==> config.mk <==
export PLATFORM = sky130hd
export DESIGN_NAME = dijkstra_controller
export DESIGN_NICKNAME = d
export VERILOG_FILES = /design/src/rtl/dijkstra_controller.sv
export SDC_FILE = /design/constraint.sdc
export NUM_CORES = 1
export LEC_CHECK = 0
export ABC_AREA = 1
export CORE_MARGIN = 3
export CORE_UTILIZATION = 55
export CTS_CLUSTER_SIZE = 25
export DETAILED_ROUTE_END_ITERATION = 12
export PLACE_DENSITY = 0.85
export SKIP_CTS_REPAIR_TIMING = 1
export SLEW_MARGIN = 20
export SYNTH_ARGS = -nofsm -noshare
export SYNTH_HDL_FRONTEND = slang
export SYNTH_SLANG_ARGS = --single-unit
==> constraint.sdc <==
create_clock -name clock -period 4.5 [get_ports clock]
set_clock_uncertainty 0.05 [all_clocks]
set_input_delay 0.45 -clock clock [delete_from_list [all_inputs] [get_ports clock]]
set_output_delay 0.45 -clock clock [all_outputs]
set_load 0.005 [all_outputs]
==> src/rtl/dijkstra_controller.sv <==
// Single-source shortest-path sequencer driving an external PriorityQueue and an edge-weight RAM.
// Owns visited/parent state and publishes it to the queue as prev_vector_flattened.
module dijkstra_controller #(
  parameter int unsigned MAX_NODES   = 8,
  parameter int unsigned INDEX_WIDTH = 3,
  parameter int unsigned VALUE_WIDTH = 8
) (
  input  logic                             clock,
  input  logic                             reset,
  input  logic                             start,
  input  logic [INDEX_WIDTH-1:0]           source,
  output logic                             busy,
  output logic                             done,
  output logic [2*INDEX_WIDTH-1:0]         edge_addr,
  input  logic [VALUE_WIDTH-1:0]           edge_weight,
  output logic                             pq_reset,
  output logic                             pq_set_en,
  output logic [INDEX_WIDTH-1:0]           pq_index,
  output logic [VALUE_WIDTH-1:0]           pq_wdata,
  input  logic [VALUE_WIDTH-1:0]           pq_rdata,
  input  logic [INDEX_WIDTH-1:0]           pq_min_index,
  input  logic [VALUE_WIDTH-1:0]           pq_min_value,
  output logic [INDEX_WIDTH*MAX_NODES-1:0] prev_vector_flattened,
  input  logic [INDEX_WIDTH-1:0]           query_index,
  output logic [VALUE_WIDTH-1:0]           query_dist
);

  localparam logic [VALUE_WIDTH-1:0] Infinity  = '1;
  localparam logic [INDEX_WIDTH-1:0] Unvisited = '1;
  localparam logic [INDEX_WIDTH-1:0] LastNode  = INDEX_WIDTH'(MAX_NODES - 1);

  typedef enum logic [2:0] {
    StIdle, StInit, StSelect, StEdgeReq, StEdgeWait, StRelax, StDone
  } state_e;

  state_e                 state_q, state_d;
  logic [INDEX_WIDTH-1:0] source_q, source_d;
  logic [INDEX_WIDTH-1:0] cur_q, cur_d;
  logic [VALUE_WIDTH-1:0] cur_dist_q, cur_dist_d;
  logic [INDEX_WIDTH-1:0] nbr_q, nbr_d;
  logic [MAX_NODES-1:0]   visited_q, visited_d;
  logic [INDEX_WIDTH-1:0] parent_q [MAX_NODES];
  logic [INDEX_WIDTH-1:0] parent_d [MAX_NODES];

  logic [VALUE_WIDTH:0]   sum;
  logic                   relax_ok;

  // Extra carry bit so an overflowing path can never look shorter than it is.
  assign sum = {1'b0, cur_dist_q} + {1'b0, edge_weight};
  assign relax_ok = (edge_weight != Infinity) && (nbr_q != cur_q) && !visited_q[nbr_q] &&
                    !sum[VALUE_WIDTH] && (sum[VALUE_WIDTH-1:0] != Infinity) &&
                    (sum[VALUE_WIDTH-1:0] < pq_rdata);

  // Address is held from EDGE_REQ through RELAX, so a 1-cycle RAM has data ready in RELAX.
  assign edge_addr  = {cur_q, nbr_q};
  assign busy       = (state_q != StIdle);
  assign query_dist = pq_rdata;
  assign pq_wdata   = sum[VALUE_WIDTH-1:0];

  always_comb begin
    prev_vector_flattened = '0;
    for (int j = 0; j < MAX_NODES; j++) begin
      prev_vector_flattened[j*INDEX_WIDTH +: INDEX_WIDTH] =
          visited_q[j] ? parent_q[j] : Unvisited;
    end
  end

  always_comb begin
    state_d    = state_q;
    source_d   = source_q;
    cur_d      = cur_q;
    cur_dist_d = cur_dist_q;
    nbr_d      = nbr_q;
    visited_d  = visited_q;
    parent_d   = parent_q;
    done       = 1'b0;
    pq_reset   = 1'b0;
    pq_set_en  = 1'b0;
    pq_index   = nbr_q;
    unique case (state_q)
      StIdle: begin
        pq_index = query_index;
        if (start) begin
          source_d  = source;
          visited_d = '0;
          for (int j = 0; j < MAX_NODES; j++) parent_d[j] = '0;
          state_d   = StInit;
        end
      end
      StInit: begin
        pq_reset = 1'b1;
        pq_index = source_q;
        state_d  = StSelect;
      end
      StSelect: begin
        if (visited_q[pq_min_index] || (pq_min_value == Infinity)) begin
          state_d = StDone;
        end else begin
          visited_d[pq_min_index] = 1'b1;
          if (pq_min_index == source_q) parent_d[pq_min_index] = source_q;
          cur_d      = pq_min_index;
          cur_dist_d = pq_min_value;
          nbr_d      = '0;
          state_d    = StEdgeReq;
        end
      end
      StEdgeReq:  state_d = StEdgeWait;
      StEdgeWait: state_d = StRelax;
      StRelax: begin
        if (relax_ok) begin
          pq_set_en       = 1'b1;
          parent_d[nbr_q] = cur_q;
        end
        if (nbr_q == LastNode) begin
          state_d = StSelect;
        end else begin
          nbr_d   = nbr_q + INDEX_WIDTH'(1);
          state_d = StEdgeReq;
        end
      end
      StDone: begin
        done    = 1'b1;
        state_d = StIdle;
      end
      default: state_d = StIdle;
    endcase
  end

  always_ff @(posedge clock) begin
    if (reset) begin
      state_q    <= StIdle;
      source_q   <= '0;
      cur_q      <= '0;
      cur_dist_q <= '0;
      nbr_q      <= '0;
      visited_q  <= '0;
      for (int j = 0; j < MAX_NODES; j++) parent_q[j] <= '0;
    end else begin
      state_q    <= state_d;
      source_q   <= source_d;
      cur_q      <= cur_d;
      cur_dist_q <= cur_dist_d;
      nbr_q      <= nbr_d;
      visited_q  <= visited_d;
      parent_q   <= parent_d;
    end
  end

endmodule

==> impl_metrics.yaml, run 1 <==
outcome:
  status: "finished, final reports clean"
clock_tree:
  path_clk_slew_ns: 0.09
  tritoncts: "built"
  cts.path.max_buffers: 2
  cts_num_sinks: 52
  cts_buffers: 5
  insertion_delay_ns: 0.31
  cts_htree_levels: 2
  root_buffer: "clkbuf_8"
die:
  start_util_pct: 57.8
  die-area_mm2: 0.00884
  chipHeight_um: 94.0
  num_rows: 31
  die_w_um: 94.0
  io_pins: 89
  core_mm2: 0.00737
logic_synthesis:
  synth_area_leaders: "dfxtp_1 (24%), nand2_1 (15%), o21ai_0 (10%), inv_1 (9.8%), a21oi_1 (7.0%)"
  synth_edf_count: 0
  synth_adder_area_share_pct: 5.46
  synth_compound_area_share_pct: 23.7
  netlist_instances: 702
  yosys_most_used_dff: "dfxtp_1"
  yosysMostFrequentCell: "nand2_1"
  netlist_area_mm2: 0.00426
  yosysTopAreaCell: "dfxtp_1"
  ys_async_sr_fraction_pct: 0
  synth_common_cells: "nand2_1 (166), inv_1 (111), o21ai_0 (88), a21oi_1 (60), nor2_1 (59)"
  avgSynthCellArea_um2: 6.07
  synth-simple-area-share_pct: 29.1
  yosysWarnings: 0
  ys_seq_elements: 52
  synth.distinct_cells: 35
  synth_top_family_by_area: "simple AND/OR/NAND/NOR gates"
  synthXorXnorAreaFrac_pct: 1.23
  yosys.area.top_type_share_pct: 24.4
  synth-seq-area-share_pct: 24.4
  synth_fp_nets: 756
  synth.mux.area_fraction_pct: 0
job:
  cap_violations: 0
power_and_ir_drop:
  p_per_area_mw_per_mm2: 371
  p_leak_nw: 2.30
  ir_drop_v: 0.000213
layout:
  areaGrowthSynthToFinish_pct: 21.5
  instances_no_fill: 866
  fillerInstances: 656
  drive_above_1_share_pct: 6.78
  final_nets: 820
  diodes: 0
placed_design:
  placed_cells: 858
  port_buffers: 88
  dp_slack_ns: 0.518
  gp_congestion: 0.892
  post-dp-hpwl_mm: 9.01
global_routing:
  overflow: 0
  grt_pass1_wl_mm: 20.1
  grt_pass1_vias: 4372
  grt_usage_pct: 27.8
  grt_max_degree: 39
  antenna_found_initial: 0
timing:
  worstMarginPinSlew_ns: 0.636
  slew_violations: 0
  fin_setup_tns_ns: 0
  setup_ws_ns: 0.521
  rsz0062_at_grt: "false"
  hold_slack_ns: 0.410
  post-route-period-util_pct: 88.4
  clock.fmax_mhz: 251
  min_period_ns: 3.98
  slew_headroom_pct: 57.5
  setup_violations: 0
  finalHoldViolations: 0
setup_path:
  cp_common_cell: "nand2_1"
  slowest_stage: "clkdlybuf4s50_1"
  max_stage_delay_ns: 0.51
  arrival_ns: 3.48
  required_ns: 4.00
  end_kind: "output pin"
  critPathKind: "in2out"
  cp-start-kind: "input port"
  crit_path_max_fanout: 4
  crit_path_cell_trace: "clkdlybuf4s50_1, ha_1, inv_1, fa_1, inv_1, nand2_1, nand2_1, nand3_1, nand2_1, nand2_1, nand2_1, inv_1, ha_1, nand2_1, o21ai_0, a21oi_1, nand3_2, nor2_1, clkdlybuf4s50_1"
route:
  post_drt_wl_per_cell_um: 14.2
  ant_nets: 0
  drt-initial-drc-count: 286
  routed_via_density: 5.59
  drt_wl_total_mm: 12.3
  drc: 0
  dr_total_vias: 4839
  drtPass1Iterations: 6
min_path:
  hp-class: "reg2reg"
final timing paths:
kind	start	end	slack [ns]	cells after the start
worst max-delay path	edge_weight[0]	pq_set_en	0.52	19
worst min-delay path	cur_dist_q[7]$_SDFFE_PP0P_	cur_dist_q[7]$_SDFFE_PP0P_	0.41	2
worst min register to register	cur_dist_q[7]$_SDFFE_PP0P_	cur_dist_q[7]$_SDFFE_PP0P_	0.41	2
worst max register to register	cur_dist_q[0]$_SDFFE_PP0P_	parent_q[7]$_SDFFE_PP0P_	1.33	21
critical path: cells and delay by family:
family | cells | cell delay [ns]
buffers and inverters | 5 | 1.18
adder cells (fa/ha/maj) | 3 | 0.83
AND/OR/NAND/NOR | 9 | 0.77
AO/OA/AOI/OAI | 2 | 0.23
power breakdown:
group,internal [W],leakage [nW],total [W],switching [W]
registers,0.000554,0.426,0.000665,0.000111
logic,0.000402,1.82,0.000924,0.000522
clock network,0.000165,0.0541,0.000332,0.000167
total,0.00112,2.30,0.00192,0.000800
per-layer routing:
| layer | vias up | share of wire (%) | GRT usage [%] | wire length (um) |
|---|---|---|---|---|
| met5 | - | 0 | 0 | 0 |
| met4 | 0 | 2.1 | 10.2 | 260 |
| met3 | 33 | 9.7 | 4.17 | 1190 |
| met2 | 271 | 46 | 45.7 | 5670 |
| met1 | 2171 | 42 | 36.8 | 5140 |
| li1 | 2364 | - | - | - |
final cells by class:
type / count / area (um^2) / area share [%]
clock inverters: 3 / 42.5 / 0.821
flip-flops and latches: 52 / 1040 / 20.1
multi-input cells: 498 / 2530 / 48.9
repair buffers: 94 / 938 / 18.1
well taps: 99 / 124 / 2.39
clock buffers: 5 / 68.8 / 1.33
inverters: 115 / 432 / 8.33
sequential cells by signal, indices dropped and copies added, names as in the netlist:
| name | cells |
|---|---|
| cur_dist_q | 8 |
| cur_q | 3 |
| nbr_q | 3 |
| parent_q | 24 |
| source_q | 3 |
| state_q | 3 |
| visited_q | 8 |
metrics by stage:
stage                     utilization (%)  total power (W)  area, um^2
after global placement               68.8          0.00154        5070
after CTS                            70.3          0.00190        5180
after global routing                 70.3          0.00206        5180
final                                70.3          0.00192        5180
after detailed placement             68.8          0.00158        5070
after floorplan                         -          0.00130        4260
placed cells by master (no fill, tap or decap):
| cell type | instances |
|---|---|
| o22ai_1 | 1 |
| a31oi_1 | 1 |
| nand3_1 | 42 |
| nand4_1 | 6 |
| nand2_4 | 1 |
| nand3_2 | 2 |
| ha_1 | 17 |
| nand3b_1 | 2 |
| nand2_1 | 166 |
| bufinv_16 | 1 |
| clkdlybuf4s50_1 | 88 |
| clkinv_2 | 1 |
| clkinvlp_4 | 1 |
| nor2_4 | 2 |
| clkinv_1 | 1 |
| clkbuf_8 | 5 |
| o211ai_1 | 3 |
| buf_12 | 1 |
| nor3_1 | 5 |
| or2_1 | 1 |
| nor2_1 | 59 |
| nor3_2 | 1 |
| inv_2 | 3 |
| fa_1 | 1 |
| o21ba_2 | 3 |
| a21oi_1 | 60 |
| o21bai_1 | 1 |
| dfxtp_1 | 52 |
| xnor2_1 | 3 |
| xor2_1 | 3 |
| a21oi_2 | 20 |
| or2_2 | 2 |
| inv_1 | 111 |
| o21ai_0 | 88 |
| buf_4 | 5 |
| o21ai_1 | 4 |
| nand2_2 | 4 |
cells by family (layout without fill, tap and decap cells):
family / count (synthesis) / after routing
flops: 52 / 52
buf+inv: 152 / 217
fa+ha+maj: 18 / 18
xor+xnor: 6 / 6
simple gates: 293 / 293
compound gates: 181 / 181
Power figures use the tool's default switching activity.
==> run 2, diff against run 1 <==
--- a/config.mk
+++ b/config.mk
@@ -16,3 +16,4 @@
 export SYNTH_ARGS = -nofsm -noshare
 export SYNTH_HDL_FRONTEND = slang
 export SYNTH_SLANG_ARGS = --single-unit
+export TNS_END_PERCENT = 30
==> results of run 2 <==
The final DEF is identical to that of run 1; final timing and power are the same.
==> run 3, diff against run 2 <==
--- a/config.mk
+++ b/config.mk
@@ -7,10 +7,11 @@
 export LEC_CHECK = 0
 export ABC_AREA = 1
 export CORE_MARGIN = 3
-export CORE_UTILIZATION = 55
+export CORE_UTILIZATION = 54
+export CTS_BUF_LIST = sky130_fd_sc_hd__clkbuf_4
 export CTS_CLUSTER_SIZE = 25
 export DETAILED_ROUTE_END_ITERATION = 12
-export PLACE_DENSITY = 0.85
+export PLACE_DENSITY = 0.84
 export SKIP_CTS_REPAIR_TIMING = 1
 export SLEW_MARGIN = 20
 export SYNTH_ARGS = -nofsm -noshare
==> constraint.sdc (replaced) <==
create_clock -name clock -period 3.85 [get_ports clock]
set_clock_uncertainty 0.05 [all_clocks]
set_input_delay 0.385 -clock clock [delete_from_list [all_inputs] [get_ports clock]]
set_output_delay 0.385 -clock clock [all_outputs]
set_load 0.005 [all_outputs]
==> run 3 against run 2 <==
  * Register-to-register slack worse by 0.46 ns
  * Die area up 1.7%
  * Sequential share of layout area up 0.098 points
  * Critical path type unchanged
==> impl_metrics.yaml, run 3 (synthesis results as in run 1) <==
die:
  core_mm2: 0.00745
  chipHeight_um: 94.9
  die-area_mm2: 0.00900
  io_pins: 89
  die_w_um: 94.9
  num_rows: 31
  start_util_pct: 57.2
clock_tree:
  root_buffer: "clkbuf_4"
  cts_num_sinks: 52
  path_clk_slew_ns: 0.15
  insertion_delay_ns: 0.39
  cts.path.max_buffers: 2
  cts_htree_levels: 2
  cts_buffers: 5
  tritoncts: "built"
setup_path:
  crit_path_max_fanout: 4
  slowest_stage: "clkdlybuf4s50_1"
  cp_common_cell: "nand2_1"
  cp.depth: 19
  crit_buf_inv: 5
  arrival_ns: 2.95
  max_stage_delay_ns: 0.50
  required_ns: 3.41
  cp_top_family: "buffers and inverters"
  cp-start-kind: "input port"
  crit_path_cell_trace: "clkdlybuf4s50_1, ha_2, inv_1, fa_2, inv_1, nand2_1, nand2_2, nand3_1, nand2_1, nand2_1, nand2_1, inv_1, ha_1, nand2_1, o21ai_0, a21oi_1, nand3_2, nor2_1, dlymetal6s2s_1"
  end_kind: "output pin"
  critPathKind: "in2out"
  reg2regPathDepth: 21
timing:
  fin_setup_tns_ns: 0
  rsz0062_at_grt: "false"
  post-route-period-util_pct: 88.0
  setup_violations: 0
  finalHoldViolations: 0
  clock.fmax_mhz: 295
  slew_violations: 0
  slew_headroom_pct: 60.7
  min_period_ns: 3.39
  worstMarginPinSlew_ns: 0.588
  setup_ws_ns: 0.463
route:
  ant_nets: 0
  drc: 0
  post_drt_wl_per_cell_um: 14.0
  routed_via_density: 5.54
  drtPass1Iterations: 6
  drt-initial-drc-count: 421
  dr_total_vias: 4792
  drt_wl_total_mm: 12.1
min_path:
  hold_path_depth: 2
  hp-class: "reg2reg"
layout:
  areaGrowthSynthToFinish_pct: 20.9
  largest_registers: "parent_q x24, cur_dist_q x8, visited_q x8"
  diodes: 0
  utilization_pct: 69.2
  final_nets: 819
  final_common_cell: "nand2_1"
  top_register: "parent_q"
  fillerInstances: 674
  largest_register_ffs: 24
  final_cell_mix: "nand2_1 (165), inv_1 (111), o21ai_0 (88), clkdlybuf4s50_1 (87)"
  drive_above_1_share_pct: 7.18
outcome:
  status: "finished, final reports clean"
global_routing:
  grt_pass1_vias: 4352
  overflow: 0
  antenna_found_initial: 0
  grt_pass1_wl_mm: 19.8
  grt_usage_pct: 27.1
  grt_max_degree: 49
power_and_ir_drop:
  intPower_w: 0.00126
  p_sw_w: 0.000930
  p_comb_share_pct: 49.8
  p_leak_nw: 2.30
  seqPwrFrac_pct: 35.3
  p_per_area_mw_per_mm2: 424
  total_power_w: 0.00219
  switching_share_pct: 42.6
  ir_drop_v: 0.000282
  pwr-share-clk_pct: 14.9
placed_design:
  post-dp-hpwl_mm: 8.80
  port_buffers: 88
  gp_congestion: 0.903
  dp_slack_ns: 0.0102
job:
  cap_violations: 0
==> run 3: worst paths after layout <==
check                                                 from                         end  slack [ns]
worst max-delay path                        edge_weight[0]                   pq_set_en        0.46
worst min-delay path            cur_dist_q[5]$_SDFFE_PP0P_  cur_dist_q[5]$_SDFFE_PP0P_        0.41
worst max register to register  cur_dist_q[0]$_SDFFE_PP0P_   parent_q[17]$_SDFFE_PP0P_        0.87
worst min register to register  cur_dist_q[5]$_SDFFE_PP0P_  cur_dist_q[5]$_SDFFE_PP0P_        0.41
==> run 3: power groups by stage <==
stage / Sequential (W) / Combinational [W] / Clock [W]
after detailed placement: 0.000779 / 0.00107 / 0
after CTS: 0.000767 / 0.00108 / 0.000332
after floorplan: 0.000733 / 0.000788 / 0
final: 0.000771 / 0.00109 / 0.000326
after global placement: 0.000777 / 0.00103 / 0
after global routing: 0.000785 / 0.00122 / 0.000353
==> run 3: area by class of cell <==
type / count / area (um^2) / area share (%)
Inverter: 115 / 432 / 8.37
Timing Repair Buffer: 93 / 933 / 18.1
Clock buffer: 5 / 37.5 / 0.728
Tap cell: 99 / 124 / 2.40
Multi-Input combinational cell: 498 / 2540 / 49.4
Sequential cell: 52 / 1040 / 20.2
Clock inverter: 3 / 42.5 / 0.825
==> run 3: metal layers <==
metal  up-vias  part of all wire, %  global-route usage [%]
met5         -                    0                       0
met4         0                  2.2                    9.13
met3        32                  8.5                    3.19
met2       223                   48                    46.0
met1      2174                   42                    35.6
li1       2363                    -                       -
==> run 3: worst min-delay path, stage by stage (launching register included) <==
cell     delay (ns)
dfxtp_1        0.34
inv_1          0.05
a21oi_1        0.05
==> run 3: stage by stage <==
stage | area [um^2] | cells | hold slack (ns)
3_3_place_gp | 5060 | 857 | 0.394
2_1_floorplan | 4260 | 702 | 0.377
5_1_grt | 5150 | 865 | 0.429
4_1_cts | 5140 | 865 | 0.416
3_5_place_dp | 5060 | 857 | 0.396
6_report | 5150 | 865 | 0.412
